--- src/rtl/mips_cache_pkg.sv ---
// Shared types and constants for the data-cache write buffer.
package mips_cache_pkg;

   // Drain FSM: idle, or one Avalon write in flight.
   typedef enum logic {
      S_IDLE = 1'b0,
      S_BUSY = 1'b1
   } wb_state_t;

   localparam int BYTE_W = 8;

endpackage

--- src/rtl/mips_cache_wb_match.sv ---
// DEPTH-way word-address comparator. Reports whether any entry whose
// valid bit is set holds the probed word address. Used for the cache
// coherency lookup and for the store-merge check.
module mips_cache_wb_match #(
   parameter int WORD_W = 30,
   parameter int DEPTH  = 8
) (
   input  logic [DEPTH*WORD_W-1:0] entry_word_i,
   input  logic [DEPTH-1:0]        valid_i,
   input  logic [WORD_W-1:0]       probe_i,
   output logic                    hit_o
);

   // OR-reduce the per-entry matches over the valid entries.
   always_comb begin
      hit_o = 1'b0;
      for (int i = 0; i < DEPTH; i++) begin
         if (valid_i[i] && (entry_word_i[i*WORD_W +: WORD_W] == probe_i)) begin
            hit_o = 1'b1;
         end
      end
   end

endmodule

--- src/rtl/mips_cache_write_fifo.sv ---
// Posted-write buffer between the data cache and the Avalon-MM write port.
// Stores are pushed with a valid/ready handshake and drained in push order,
// one Avalon write per entry. drain_en gates only the start of new writes.
// Optional feature macro: WB_MERGE_EN (merge a store into the youngest
// entry when the word addresses match and that entry is not on the bus).
//
// Handshake: a store is taken on every rising edge where wb_valid and
// wb_ready are both high; wb_valid is a level, not an edge, and the cache
// must hold address/data/byteenable stable while wb_valid is high.
module mips_cache_write_fifo
   import mips_cache_pkg::*;
#(
   parameter int ADDR_W     = 32,
   parameter int DATA_W     = 32,
   parameter int DEPTH_LOG2 = 3
) (
   input  logic                     clk,
   input  logic                     rst,
   input  logic                     wb_valid,
   output logic                     wb_ready,
   input  logic [ADDR_W-1:0]        wb_addr,
   input  logic [DATA_W-1:0]        wb_data,
   input  logic [DATA_W/BYTE_W-1:0] wb_byteenable,
   input  logic [ADDR_W-1:0]        lookup_addr,
   output logic                     lookup_hit,
   input  logic                     drain_en,
   input  logic                     avm_waitrequest,
   output logic [ADDR_W-1:0]        avm_address,
   output logic [DATA_W-1:0]        avm_writedata,
   output logic [DATA_W/BYTE_W-1:0] avm_byteenable,
   output logic                     avm_write,
   output logic [DEPTH_LOG2:0]      count,
   output logic                     full,
   output logic                     empty,
   output logic                     state_out
);

   localparam int BE_W   = DATA_W / BYTE_W;
   localparam int DEPTH  = 1 << DEPTH_LOG2;
   localparam int PTR_W  = (DEPTH_LOG2 > 0) ? DEPTH_LOG2 : 1;
   localparam int CNT_W  = DEPTH_LOG2 + 1;
   localparam int WORD_W = ADDR_W - 2;

   // Entry storage
   logic [ADDR_W-1:0] addr_q [DEPTH];
   logic [DATA_W-1:0] data_q [DEPTH];
   logic [BE_W-1:0]   be_q   [DEPTH];
   logic [DEPTH-1:0]  valid_q;

   logic [PTR_W-1:0]  head_q, tail_q, head_next;
   logic [CNT_W-1:0]  count_q, count_d;

   wb_state_t         state_q, state_d;
   logic              avm_write_q, avm_write_d;
   logic [ADDR_W-1:0] avm_addr_q, avm_addr_d;
   logic [DATA_W-1:0] avm_data_q, avm_data_d;
   logic [BE_W-1:0]   avm_be_q, avm_be_d;

   logic              push, pop, merge, load;
   logic [PTR_W-1:0]  load_idx;
   logic [DEPTH*WORD_W-1:0] word_flat;
   logic              unused_lookup_lsb;

   function automatic logic [PTR_W-1:0] ptr_inc(input logic [PTR_W-1:0] p);
      return (p == PTR_W'(DEPTH - 1)) ? '0 : p + PTR_W'(1);
   endfunction

   assign head_next = ptr_inc(head_q);
   assign full      = (count_q == CNT_W'(DEPTH));
   assign empty     = (count_q == '0);
   assign count     = count_q;
   assign state_out = logic'(state_q);

   assign avm_write      = avm_write_q;
   assign avm_address    = avm_addr_q;
   assign avm_writedata  = avm_data_q;
   assign avm_byteenable = avm_be_q;

   // Only the word address takes part in comparisons.
   assign unused_lookup_lsb = ^lookup_addr[1:0];

   for (genvar g = 0; g < DEPTH; g++) begin : g_word
      assign word_flat[g*WORD_W +: WORD_W] = addr_q[g][ADDR_W-1:2];
   end

   // Coherency probe: the in-flight head stays valid until accepted.
   mips_cache_wb_match #(.WORD_W(WORD_W), .DEPTH(DEPTH)) u_lookup (
      .entry_word_i (word_flat),
      .valid_i      (valid_q),
      .probe_i      (lookup_addr[ADDR_W-1:2]),
      .hit_o        (lookup_hit)
   );

`ifdef WB_MERGE_EN
   logic [PTR_W-1:0] tail_prev;
   logic [DEPTH-1:0] merge_mask;
   logic             merge_hit;
   logic             merge_blocked;

   assign tail_prev = (tail_q == '0) ? PTR_W'(DEPTH - 1) : tail_q - PTR_W'(1);

   // The youngest entry is a merge target only if it is not on the bus now
   // and is not being loaded onto the bus at this edge.
   always_comb begin
      merge_blocked = ((state_q == S_BUSY) && (tail_prev == head_q)) ||
                      (load && (tail_prev == load_idx));
      merge_mask = '0;
      merge_mask[tail_prev] = valid_q[tail_prev] && !merge_blocked;
   end

   mips_cache_wb_match #(.WORD_W(WORD_W), .DEPTH(DEPTH)) u_merge (
      .entry_word_i (word_flat),
      .valid_i      (merge_mask),
      .probe_i      (wb_addr[ADDR_W-1:2]),
      .hit_o        (merge_hit)
   );

   assign merge    = wb_valid && merge_hit;
   assign wb_ready = !full || merge;
`else
   assign merge    = 1'b0;
   assign wb_ready = !full;
`endif

   assign push = wb_valid && wb_ready && !merge;
   assign pop  = (state_q == S_BUSY) && !avm_waitrequest;

   // Drain FSM next state and registered Avalon output values.
   always_comb begin
      state_d     = state_q;
      avm_write_d = avm_write_q;
      avm_addr_d  = avm_addr_q;
      avm_data_d  = avm_data_q;
      avm_be_d    = avm_be_q;
      load        = 1'b0;
      load_idx    = head_q;
      case (state_q)
         S_IDLE: begin
            if (!empty && drain_en) begin
               load        = 1'b1;
               avm_write_d = 1'b1;
               state_d     = S_BUSY;
            end
         end
         S_BUSY: begin
            if (!avm_waitrequest) begin
               if ((count_q > CNT_W'(1)) && drain_en) begin
                  load     = 1'b1;
                  load_idx = head_next;
               end else begin
                  avm_write_d = 1'b0;
                  state_d     = S_IDLE;
               end
            end
         end
         default: state_d = S_IDLE;
      endcase
      if (load) begin
         avm_addr_d = addr_q[load_idx];
         avm_data_d = data_q[load_idx];
         avm_be_d   = be_q[load_idx];
      end
   end

   // Occupancy follows push/pop; a simultaneous pair leaves it unchanged.
   always_comb begin
      count_d = count_q;
      case ({push, pop})
         2'b10:   count_d = count_q + CNT_W'(1);
         2'b01:   count_d = count_q - CNT_W'(1);
         default: count_d = count_q;
      endcase
   end

   // Pointers, valid bits, FSM state and Avalon outputs.
   always_ff @(posedge clk or posedge rst) begin
      if (rst) begin
         head_q      <= '0;
         tail_q      <= '0;
         count_q     <= '0;
         valid_q     <= '0;
         state_q     <= S_IDLE;
         avm_write_q <= 1'b0;
         avm_addr_q  <= '0;
         avm_data_q  <= '0;
         avm_be_q    <= '0;
      end else begin
         count_q     <= count_d;
         state_q     <= state_d;
         avm_write_q <= avm_write_d;
         avm_addr_q  <= avm_addr_d;
         avm_data_q  <= avm_data_d;
         avm_be_q    <= avm_be_d;
         if (pop) begin
            valid_q[head_q] <= 1'b0;
            head_q          <= head_next;
         end
         if (push) begin
            valid_q[tail_q] <= 1'b1;
            tail_q          <= ptr_inc(tail_q);
         end
      end
   end

   // Entry payload: new allocation at tail, or lane merge into the youngest.
   always_ff @(posedge clk) begin
      if (push) begin
         addr_q[tail_q] <= wb_addr;
         data_q[tail_q] <= wb_data;
         be_q[tail_q]   <= wb_byteenable;
      end
`ifdef WB_MERGE_EN
      else if (merge) begin
         for (int b = 0; b < BE_W; b++) begin
            if (wb_byteenable[b]) begin
               data_q[tail_prev][b*BYTE_W +: BYTE_W] <= wb_data[b*BYTE_W +: BYTE_W];
            end
         end
         be_q[tail_prev] <= be_q[tail_prev] | wb_byteenable;
      end
`endif
   end

endmodule

--- config.mk ---
export PLATFORM = sky130hd
export DESIGN_NAME = mips_cache_write_fifo
export DESIGN_NICKNAME = d
export VERILOG_FILES = /design/src/rtl/mips_cache_pkg.sv /design/src/rtl/mips_cache_wb_match.sv /design/src/rtl/mips_cache_write_fifo.sv
export SDC_FILE = /design/constraint.sdc
export NUM_CORES = 1
export LEC_CHECK = 0
export CAP_MARGIN = 15
export CORE_UTILIZATION = 55
export CTS_CLUSTER_SIZE = 40
export DETAILED_ROUTE_END_ITERATION = 12
export PLACE_DENSITY_LB_ADDON = 0.2
export SLEW_MARGIN = 20
export SYNTH_ARGS = -nofsm -noshare
export SYNTH_HDL_FRONTEND = slang
export SYNTH_HIERARCHICAL = 1
export SYNTH_SLANG_ARGS = --single-unit
--- constraint.sdc ---
create_clock -name clk -period 9.1 [get_ports clk]
set_clock_uncertainty 0.1 [all_clocks]
set_input_delay 1.82 -clock clk [delete_from_list [all_inputs] [get_ports clk]]
set_output_delay 1.82 -clock clk [all_outputs]
set_load 0.05 [all_outputs]
# == After elaboration in Yosys (flattened, before gate mapping) ==
# Memories as Yosys holds them, arrays and structs flattened. A register that Yosys moved wholly into a read port is not among the register bits.
# Cells that the tools add are included.
# Widths: inputs -> output; s select.
# word_totals
reg_bits,20
latch_bits,0
ram_bits,544
romBits,0
in_bits,105
out_inout_bits,78
elab_cells,90
memories,3
# memory_table
memory,words,width,rd,rd_ports_with_merged_regs,write_ports,line_no,text
addr_q,8,32,9,1,1,mips_cache_write_fifo.sv:45,logic [ADDR_W-1:0] addr_q [DEPTH];
data_q,8,32,1,1,1,mips_cache_write_fifo.sv:46,logic [DATA_W-1:0] data_q [DEPTH];
be_q,8,4,1,1,1,mips_cache_write_fifo.sv:47,logic [BE_W-1:0] be_q [DEPTH];
# op_classes
n_addsub,4
n_mul,0
n_div,0
order_cmp,5
eq_ne,16
shift,0
n_mux,32
bitwise_logic,4
reduce_logical,20
# op_table
operator,n
$eq 30x30->1,8
$mux 1,19
$mux 8,2
$mux 3,5
$logic_and 1x1->1,14
$and 8x8->8,1
$lt 3x4->1 const B,2
$not 8->8,1
$or 8x8->8,1
$pmux 4 s2,1
$add 3x1->3 const B,2
$demux 1 s3,2
$eq 3x3->1 const B,2
$ge 3x1->1 const B,2
$ne 2x2->1 const B,3
$pmux 1 s2,3
$add 4x1->4 const B,1
$eq 4x4->1 const B,1
$gt 4x1->1 const B,1
$logic_not 4->1,1
$sub 4x1->4 const B,1
$logic_not 1->1,3
$reduce_and 3->1,1
$eq 2x1->1 const B,1
3 further kinds,3

# == Logic depth before layout (Yosys ltp) ==
# Gate-level depths: netlist of the first run.
# An unclocked memory read counts as a cell.
# logic_depth
depth_word,11
mapped_depth,11
ltp_nobuf,8

# == Hierarchy ==
# The synthesis of the first run kept the hierarchy.
# modules_own_cells
mod,instances,cells_each,area_per_inst_um2,seq_area_each_um2
mips_cache_write_fifo,1,1755,25924.9,18537.8
mips_cache_wb_match,1,355,2980.4,0.0

# == Worst setup path after synthesis of the first run ==
# No wires, ideal clock.
# synth_timing
kind,input to register
startpoint,in wb_valid
endpoint,"mem addr_q[0][0], enable pin"
setup_time_ps,579
arrival_time_ps,7040
required_ps,8421
path_slack_ps,1381
stages,4
path_buffers,1
cell_sequence,nand2_1 or2_2 clkbuf_1 nor3_1
# synth_via
elab_chain_len,3
# synth_lines
item,line_no,text
from (decl),mips_cache_write_fifo.sv:19,"input logic wb_valid,"
$logic_and 1x1->1,mips_cache_write_fifo.sv:125,assign push = wb_valid && wb_ready && !merge;
$mux 1,mips_cache_write_fifo.sv:207,if (push) begin
$mux 1 (implied by the code),mips_cache_write_fifo.sv:208,addr_q[tail_q] <= wb_addr;
to (decl),mips_cache_write_fifo.sv:45,
# No other way between the ends.

# == Worst setup path in the final report of the first run ==
# layout_timing
startpoint,in lookup_addr[6]
endpoint,out lookup_hit
# layout_via
elab_chain_len,10
word_cells_on_any_way,24
classes_between,eq/ne: 8; mux: 8; reduce/logical: 8
# layout_lines
item,line_no,text
from (decl),mips_cache_write_fifo.sv:24,"input logic [ADDR_W-1:0] lookup_addr,"
$eq 30x30->1,mips_cache_wb_match.sv:18,if (valid_i[i] && (entry_word_i[i*WORD_W +: WORD_W] == probe_i)) begin
$logic_and 1x1->1,mips_cache_wb_match.sv:18,
$mux 1 (7 in a row),mips_cache_wb_match.sv:18,
$mux 1 (*),mips_cache_wb_match.sv:18,
to (decl),mips_cache_write_fifo.sv:25,"output logic lookup_hit,"
# Mark *: on every way between the ends. The rest lies on a longest branch, timed or not.

==> results of run 1 <==
-- where the power goes --
group	internal [µW]	switching, µW
logic	1530	2850
clock network	1510	1130
registers	3760	389
-- metal layers --
layer / up-vias / wire, µm / track usage [%]
li1: 8249 / - / -
met1: 9678 / 32600 / 42.1
met2: 1191 / 38900 / 49.2
met3: 232 / 8220 / 6.45
met4: 6 / 4130 / 15.8
met5: - / 42 / 0
-- through the flow --
stage / hold WS [ns] / area (µm²) / utilization [%]
3_3_place_gp: 0.367 / 31000 / 60.0
5_1_grt: 0.428 / 33100 / 64.2
3_5_place_dp: 0.378 / 31000 / 60.0
6_report: 0.404 / 33100 / 64.2
4_1_cts: 0.405 / 33100 / 64.0
2_1_floorplan: 0.369 / 28900 / -
-- cell usage after synthesis (all sizes together) (2+ instances only) --
cell type / number
dfrtp: 88
nor2: 12
o21a: 2
o31ai: 3
xnor2: 242
a31oi: 67
nand2: 285
inv: 7
nor4: 16
mux2: 72
o211ai: 68
buf: 77
and3: 67
o311ai: 2
o221ai: 68
nand3b: 2
nand2b: 8
nor2b: 2
nand3: 11
a2bb2oi: 68
xor2: 2
nand4: 57
a21oi: 73
edfxtp: 544
a22oi: 4
mux2i: 138
a21o: 2
o21ai: 16
clkbuf: 84
ha: 9
nor3: 5
-- path summary, 6_finish.rpt --
| check | slack (ns) | endpoint | cells past startpoint |
|---|---|---|---|
| setup / recovery | 2.23 | lookup_hit | 7 |
| hold / removal | 0.40 | avm_write$_DFFE_PP0P_ | 1 |
| setup reg to reg | 4.64 | avm_byteenable[3]$_DFFE_PP0P_ | 7 |
| hold reg to reg | 0.40 | avm_write$_DFFE_PP0P_ | 1 |
| max in group asynchronous | 5.97 | head_q[0]$_DFFE_PP0P_ | 3 |
| min in group asynchronous | 1.58 | count[0]$_DFFE_PP0P_ | 2 |
-- flip-flops by register name (all words and copies together), names as in the netlist --
| name | flops |
|---|---|
| head_q | 3 |
| state_out | 1 |
| avm_write | 1 |
| be_q | 32 |
| avm_address | 32 |
| count | 4 |
| addr_q | 256 |
| avm_byteenable | 4 |
| data_q | 256 |
| avm_writedata | 32 |
| tail_q | 3 |
| valid_q | 8 |
-- worst reg2reg max path, delay by kind of cell (launching register included) --
kind,cells,cell delay [ns]
simple gates,3,1.90
compound gates,3,1.31
buf+inv,1,0.65
flops,1,0.42
-- cells in the final DEF, fill, tap and decap left out, types with 3 or more instances in the layout --
| master | count |
|---|---|
| edfxtp_1 | 544 |
| nand2_1 | 284 |
| xnor2_1 | 240 |
| clkdlybuf4s50_1 | 180 |
| mux2i_1 | 137 |
| dfrtp_1 | 86 |
| a21oi_1 | 73 |
| a2bb2oi_1 | 68 |
| o221ai_1 | 68 |
| o211ai_1 | 68 |
| clkbuf_16 | 68 |
| and3_1 | 67 |
| a31oi_1 | 67 |
| nand4_1 | 57 |
| mux2_2 | 55 |
| buf_4 | 28 |
| clkbuf_1 | 19 |
| mux2_1 | 17 |
| o21ai_0 | 15 |
| nor4_1 | 15 |
| nand3_1 | 11 |
| clkinv_2 | 9 |
| clkbuf_8 | 9 |
| nand2b_1 | 8 |
| ha_1 | 8 |
| nor2_4 | 7 |
| inv_1 | 6 |
| inv_6 | 6 |
| clkinv_1 | 6 |
| nor2_1 | 5 |
| a22oi_1 | 4 |
| diode_2 | 3 |
| nor3_1 | 3 |
-- logic make-up (layout without fill, tap and decap cells) --
logic type / Yosys count / in the layout / synth area share, %
adders and majority gates: 9 / 9 / 0.390
muxes: 210 / 210 / 7.63
and+or+nand+nor: 469 / 469 / 7.59
other: 0 / 3 / 0
AOI/OAI and AO/OA: 378 / 378 / 9.45
DFF: 632 / 632 / 64.1
buffers and inverters: 168 / 339 / 3.37
xor gates and xnor gates: 244 / 244 / 7.45
-- cell type report --
cell class                      instances  area [µm²]
Timing Repair Buffer                  211        2090
Sequential cell                       632       18500
Clock inverter                         25         204
Antenna cell                            3        7.51
Tap cell                              680         851
Inverter                                7        28.8
Multi-Input combinational cell       1310        9500
Fill cell                            3712       18500
Clock buffer                           96        1900
==> impl_metrics.yaml, run 1 <==
run_status:
  status: "complete, no violations"
floorplan:
  fp.dieW_um: 231
  num_io_pins: 183
  dieHeight_um: 231
  start_util_pct: 56.0
  die_area_um2: 53500
  core_area_um2: 51600
  num_rows: 83
route:
  wirelength_um: 83900
  ant_nets: 0
  vias: 19356
  drt-wirelength-per-cell_um: 28.3
  drt_iter0_drc: 2231
  post-route-drc-count: 0
  viasPerCell: 6.53
  dr.pass1.iters: 6
run:
  drv_cap: 0
yosys:
  syn_inst: 2110
  ys.flop_type: "edfxtp_1"
  synthArstFlopShare_pct: 13.9
  seq_area_frac_synth_pct: 64.1
  synth_edf_count: 544
  synth_largest_area_cell: "edfxtp_1"
  synth_area_per_cell_um2: 13.7
  synth-seq-cells: 632
  synth_cell_types: 49
  ys_warn_count: 6
  syn-cell-area_um2: 28900
  synthTopCellsByArea: "edfxtp_1 57%, dfrtp_1 7.6%, xnor2_1 7.3%"
  synth_nets: 2224
  netlist.area_leader.share_pct: 56.5
timing:
  fin_crit_ns: 6.87
  drv_slew: 0
  worst_pin_slew_ns: 1.13
  setup_tns_ns: 0
  fin_crit_sh_pct: 75.5
  report.final.hold_viol_count: 0
  setup_slack_ns: 2.23
  slew_headroom_pct: 24.2
  setup_violations: 0
  fmax_ghz: 0.146
  rsz0062_at_grt: "false"
clock_tree:
  cts_sinks: 632
  cts_hold_buf: 0
  cts_made_buffers: 67
  clkTransAtPathRegs_ns: 0.06
  cts_tree: "built"
  cts-root-buf: "clkbuf_16"
  insertion_delay_ns: 0.61
  clockBufferDepth: 3
  ctsResizeCount: 0
  postCtsSetupRepairBufs: 0
  htreeDepth: 3
placement:
  gp_congestion: 1.01
  dp_cells: 2838
  pre_cts_slack_ns: 2.28
  dp_hpwl_um: 49600
  port_buffers: 180
setup_path:
  cp_cell_sequence: "clkdlybuf4s50_1 -> xnor2_1 -> nand4_1 -> nor4_1 -> a22oi_1 -> nand4_1 -> clkdlybuf4s50_1"
  crit_buf_inv: 2
  r2r_start: "state_out$_DFF_PP0_"
  worst_setup_path_end_kind: "output port"
  critPathLaunchType: "input port"
  path_delay_family: "buffers and inverters"
  cp_slowest_stage_delay_ns: 0.83
  critPathRequiredTime_ns: 7.18
  critical-path-slowest-cell: "clkdlybuf4s50_1"
  setup.worst_path.start: "lookup_addr[6]"
  critPathArrivalTime_ns: 4.95
  worstPathMaxFanout: 8
  crit_type: "in -> out"
global_route:
  gr-usage-all-layers_pct: 31.5
  gr-total-overflow: 0
  grt_pass1_wl_um: 123000
  grt_max_degree: 106
  grt_pass1_vias: 19066
  antenna_found_initial: 6
power_and_ir_drop:
  total_power_uw: 11200
  leakage_uw: 0.0113
  power_density_nw_per_um2: 337
  ir_worst_vdd_mv: 0.425
layout:
  final_cells: 2964
  syn2layout_area_growth_pct: 14.6
  drive_gt1_share_pct: 9.16
  layout.nets: 2343
worst_hold_path:
  hp-start: "avm_write$_DFFE_PP0P_"
  worstHoldPathType: "reg -> reg"
Note: power is estimated with default switching activity, not from simulation.
==> run 2: changes to the inputs <==
clock period = 6.36 ns   (was 9.1 ns; I/O delays follow)
==> run 2 against run 1 <==
Net effect:
- design area is 0.96% higher
- sequential share of layout area is 0.53 points lower
- first-iteration DRC count fell by 3.0%
- die area unchanged
- cell count is 0.71% higher
- highest routed layer unchanged
- largest cell class unchanged
- critical path type unchanged
==> impl_metrics.yaml, run 2 (synthesis results as in run 1) <==
timing:
  setup_tns_ns: 0
  worst_hold_slack_ns: 0.387
  rsz0062_at_grt: "false"
  fin_crit_ns: 5.78
  report.final.hold_viol_count: 0
  setup_violations: 0
  slew_headroom_pct: 22.9
  fin_crit_sh_pct: 90.8
  worst_pin_slew_ns: 1.16
  fmax_ghz: 0.173
  drv_slew: 0
global_route:
  grt_max_degree: 93
  grt_pass1_wl_um: 126000
  grt_pass1_vias: 19326
  gr-usage-all-layers_pct: 32.4
  antenna_found_initial: 7
  gr-total-overflow: 0
layout:
  num-fill-cells: 3735
  top_regs: "addr_q (256), data_q (256)"
  final_cell_area_um2: 33400
  layout.nets: 2360
  utilization_pct: 64.8
  drive_gt1_share_pct: 9.87
  syn2layout_area_growth_pct: 15.7
  layout.cells.most_common: "edfxtp_1"
  final_cell_mix: "544 x edfxtp_1, 284 x nand2_1, 240 x xnor2_1, 180 x clkdlybuf4s50_1, 137 x mux2i_1"
clock_tree:
  cts_made_buffers: 68
  clockBufferDepth: 3
  cts-root-buf: "clkbuf_16"
  cts_tree: "built"
  cts_hold_buf: 0
  postCtsSetupRepairBufs: 0
  clkTransAtPathRegs_ns: 0.05
  htreeDepth: 3
  ctsResizeCount: 0
  cts_sinks: 632
  insertion_delay_ns: 0.61
route:
  drt-wirelength-per-cell_um: 28.8
  wirelength_um: 86000
  post-route-drc-count: 0
  ant_nets: 0
  drt_iter0_drc: 2165
  vias: 19369
  dr.pass1.iters: 6
  viasPerCell: 6.49
placement:
  port_buffers: 180
  placed_area_um2: 31200
  dp_hpwl_um: 52400
  gp_congestion: 0.987
setup_path:
  crit_buf_inv: 2
  critPathRequiredTime_ns: 4.99
  critPathLaunchType: "input port"
  r2r_cells: 4
  crit_type: "in -> out"
  worstPathMaxFanout: 8
  critical-path-slowest-cell: "clkdlybuf4s50_1"
  path_delay_family: "buffers and inverters"
  cp_cell_sequence: "clkdlybuf4s50_1 -> xnor2_1 -> nand4_1 -> nor4_1 -> a22oi_1 -> nand4_1 -> clkdlybuf4s50_1"
  worst_setup_path_end_kind: "output port"
  cp_slowest_stage_delay_ns: 0.83
  critPathArrivalTime_ns: 4.40
  cp_num_cells: 7
floorplan:
  core_area_um2: 51600
  dieHeight_um: 231
  die_area_um2: 53500
  start_util_pct: 56.0
  num_rows: 83
  fp.dieW_um: 231
  num_io_pins: 183
worst_hold_path:
  worstHoldPathType: "reg -> reg"
  worstHoldPathCells: 1
power_and_ir_drop:
  ir_worst_vdd_mv: 0.287
  leakage_uw: 0.0115
  power_density_nw_per_um2: 488
run_status:
  status: "complete, no violations"
run:
  drv_cap: 0
-- run 2: cell count changes in the layout (fill, tap and decap cells not counted), moves of 5 or more --
cell,change
buf_12,+5
bufinv_16,+5
clkbuf_1,-5
buf_4,+13
clkinv_1,+6
clkbuf_8,-5
-- run 2: final timing paths --
path	from	endpoint	slack (ns)
worst max-delay path	lookup_addr[12]	lookup_hit	0.58
worst min-delay path	avm_write$_DFFE_PP0P_	avm_write$_DFFE_PP0P_	0.39
worst max register to register	head_q[1]$_DFFE_PP0P_	avm_writedata[8]$_DFFE_PP0P_	2.18
worst min register to register	avm_write$_DFFE_PP0P_	avm_write$_DFFE_PP0P_	0.39
max in group asynchronous	rst	valid_q[4]$_DFF_PP0_	3.85
min in group asynchronous	rst	count[3]$_DFFE_PP0P_	1.13
-- run 2: area by class of cell --
cell class	count	area, µm²	share of cell area, %
diodes	5	12.5	0.0374
clock buffers	89	1880	5.64
clock inverters	35	373	1.12
inverters	7	28.8	0.0861
multi-input cells	1310	9510	28.4
flip-flops and latches	632	18500	55.5
well taps	680	851	2.54
repair buffers	227	2230	6.67
-- run 2: layer usage --
layer  vias up  part of all wire, %  track usage (%)
met5         -                0.030                0
met4         4                  4.8             15.9
met3       234                  9.2             6.62
met2      1082                   48             51.8
met1      9757                   38             42.3
li1       8292                    -                -
-- run 2: worst reg2reg max path, stage by stage, from the launching register on --
cell and delay (ns):
dfrtp_4 1.15, ha_2 0.87, buf_4 0.71, o22a_4 0.92, o211ai_1 0.29
-- run 2: through the flow --
stage / power, µW / std cells / setup WS (ns)
floorplan: 10200 / 2110 / 0.669
global placement: 12100 / 2856 / 0.646
CTS: 16300 / 2980 / 0.590
detailed placement: 12300 / 2856 / 0.607
global route: 16900 / 2984 / 0.525
finish: 16300 / 2985 / 0.583
-- run 2: power breakdown --
group / switching, µW / internal [µW]
combinational: 4050 / 2240
clock: 1640 / 2380
sequential: 636 / 5370
total: 6320 / 9990
==> run 3: changes to the inputs <==
CTS_BUF_LIST = sky130_fd_sc_hd__clkbuf_4   (was not set)
==> run 3 against run 2 <==
Net effect:
- fmax up 0.16%
- hold slack worse by 0.0015 ns
- register-to-register slack is essentially flat
- first-iteration DRC count rose by 5.3%
- combinational power hardly changed
- critical path depth stayed put
- critical endpoint unchanged
- highest routed layer unchanged
==> impl_metrics.yaml, run 3 (synthesis results as in run 1) <==
floorplan:
  die_area_um2: 53500
  dieHeight_um: 231
  num_io_pins: 183
  fp.dieW_um: 231
  start_util_pct: 56.0
  num_rows: 83
  core_area_um2: 51600
route:
  ant_nets: 0
  post-route-drc-count: 0
  drt-wirelength-per-cell_um: 27.3
  vias: 20077
  wirelength_um: 86600
  dr.pass1.iters: 8
  viasPerCell: 6.34
  drt_iter0_drc: 2279
global_route:
  grt_pass1_vias: 19887
  gr-usage-all-layers_pct: 32.8
  antenna_found_initial: 9
  grt_pass1_wl_um: 127000
  grt_max_degree: 93
  gr-total-overflow: 0
placement:
  port_buffers: 180
  pre_cts_slack_ns: 0.607
  gp_congestion: 0.987
  dp_hpwl_um: 52400
  placed_area_um2: 31200
clock_tree:
  cts_sinks: 632
  ctsResizeCount: 0
  clkTransAtPathRegs_ns: 0.05
  insertion_delay_ns: 1.04
  cts_made_buffers: 164
  cts_tree: "built"
  clockBufferDepth: 3
  cts-root-buf: "clkbuf_4"
  htreeDepth: 4
  cts_hold_buf: 0
  postCtsSetupRepairBufs: 0
timing:
  slew_headroom_pct: 22.2
  setup_slack_ns: 0.592
  report.final.hold_viol_count: 0
  setup_violations: 0
  worst_hold_slack_ns: 0.385
  setup_tns_ns: 0
  fmax_ghz: 0.173
  fin_crit_ns: 5.77
  worst_pin_slew_ns: 1.17
  fin_crit_sh_pct: 90.7
  rsz0062_at_grt: "false"
  drv_slew: 0
setup_path:
  worstPathMaxFanout: 8
  crit_type: "in -> out"
  worst_setup_path_end_kind: "output port"
  critPathRequiredTime_ns: 4.99
  critPathLaunchType: "input port"
  critPathArrivalTime_ns: 4.40
run:
  drv_cap: 0
power_and_ir_drop:
  swShare_pct: 39.8
  p_int_uw: 9630
  ir_worst_vdd_mv: 0.324
  leakage_uw: 0.0117
  power_density_nw_per_um2: 479
  switchingPower_uw: 6370
  power_frac_seq_pct: 37.5
  power_frac_comb_pct: 39.3
  pwr-share-clk_pct: 23.2
layout:
  final_cell_mix: "544 x edfxtp_1, 284 x nand2_1, 261 x clkbuf_4, 240 x xnor2_1, 180 x clkdlybuf4s50_1"
  layout.nets: 2456
  final_cell_area_um2: 33400
  top_regs: "addr_q (256), data_q (256)"
  drive_gt1_share_pct: 16.3
  layout.cells.most_common: "edfxtp_1"
  syn2layout_area_growth_pct: 15.6
run_status:
  status: "complete, no violations"
worst_hold_path:
  worstHoldPathType: "reg -> reg"
[run 3: cell count changes in the layout (fill, tap and decap cells not counted), moves of 2 or more]
cell / previous run / this run
clkbuf_4: 0 / 261
clkbuf_16: 71 / 0
clkinv_1: 12 / 27
clkbuf_1: 14 / 0
clkinv_2: 10 / 3
inv_2: 0 / 7
clkbuf_8: 4 / 0
bufinv_16: 7 / 4
diode_2: 5 / 8
clkinv_4: 2 / 0
clkinv_8: 2 / 0
inv_6: 2 / 0
[run 3: per-layer routing]
layer / vias up / wire length [µm] / track usage [%]
li1: 8605 / - / -
met1: 10040 / 32700 / 42.0
met2: 1205 / 41400 / 51.9
met3: 223 / 8660 / 8.19
met4: 4 / 3810 / 16.8
met5: - / 28 / 0
[run 3: power groups by stage]
stage | clock network [µW] | logic, µW | registers, µW
4_1_cts | 3760 | 6240 | 5990
3_3_place_gp | 0 | 6090 | 6030
6_report | 3710 | 6280 | 6010
5_1_grt | 4000 | 6610 | 6070
3_5_place_dp | 0 | 6220 | 6070
2_1_floorplan | 0 | 3580 | 6590
[run 3: final timing paths]
path	slack, ns	end	from	cells past startpoint
max in group asynchronous	4.27	avm_writedata[16]$_DFFE_PP0P_	rst	3
min reg2reg	0.39	avm_write$_DFFE_PP0P_	avm_write$_DFFE_PP0P_	1
max reg2reg	2.18	avm_writedata[0]$_DFFE_PP0P_	head_q[1]$_DFFE_PP0P_	4
min	0.39	avm_write$_DFFE_PP0P_	avm_write$_DFFE_PP0P_	1
max	0.59	lookup_hit	lookup_addr[4]	7
min in group asynchronous	0.71	avm_address[0]$_DFFE_PP0P_	rst	2
[run 3: critical path: stages]
cell,delay (ns)
clkdlybuf4s50_1,0.64
xnor2_1,0.60
nand4_1,0.33
nor4_1,0.38
a22oi_1,0.15
nand4_1,0.19
clkdlybuf4s50_1,0.83
[run 3: area by class of cell]
cell class              instances  area [µm²]
clock buffers                 261        1960
fillers                      3803       18200
multi-input cells            1310        9510
well taps                     680         851
flip-flops and latches        632       18500
clock inverters                42         270
repair buffers                227        2230
inverters                       7        28.8
diodes                          8        20.0
[run 3: per-stage QoR]
stage                     util (%)  power [µW]  cells
after detailed placement      60.4       12300   2856
after global placement        60.4       12100   2856
after floorplan                  -       10200   2110
after CTS                     64.7       16000   3159
after global routing          64.7       16700   3165
final                         64.7       16000   3167
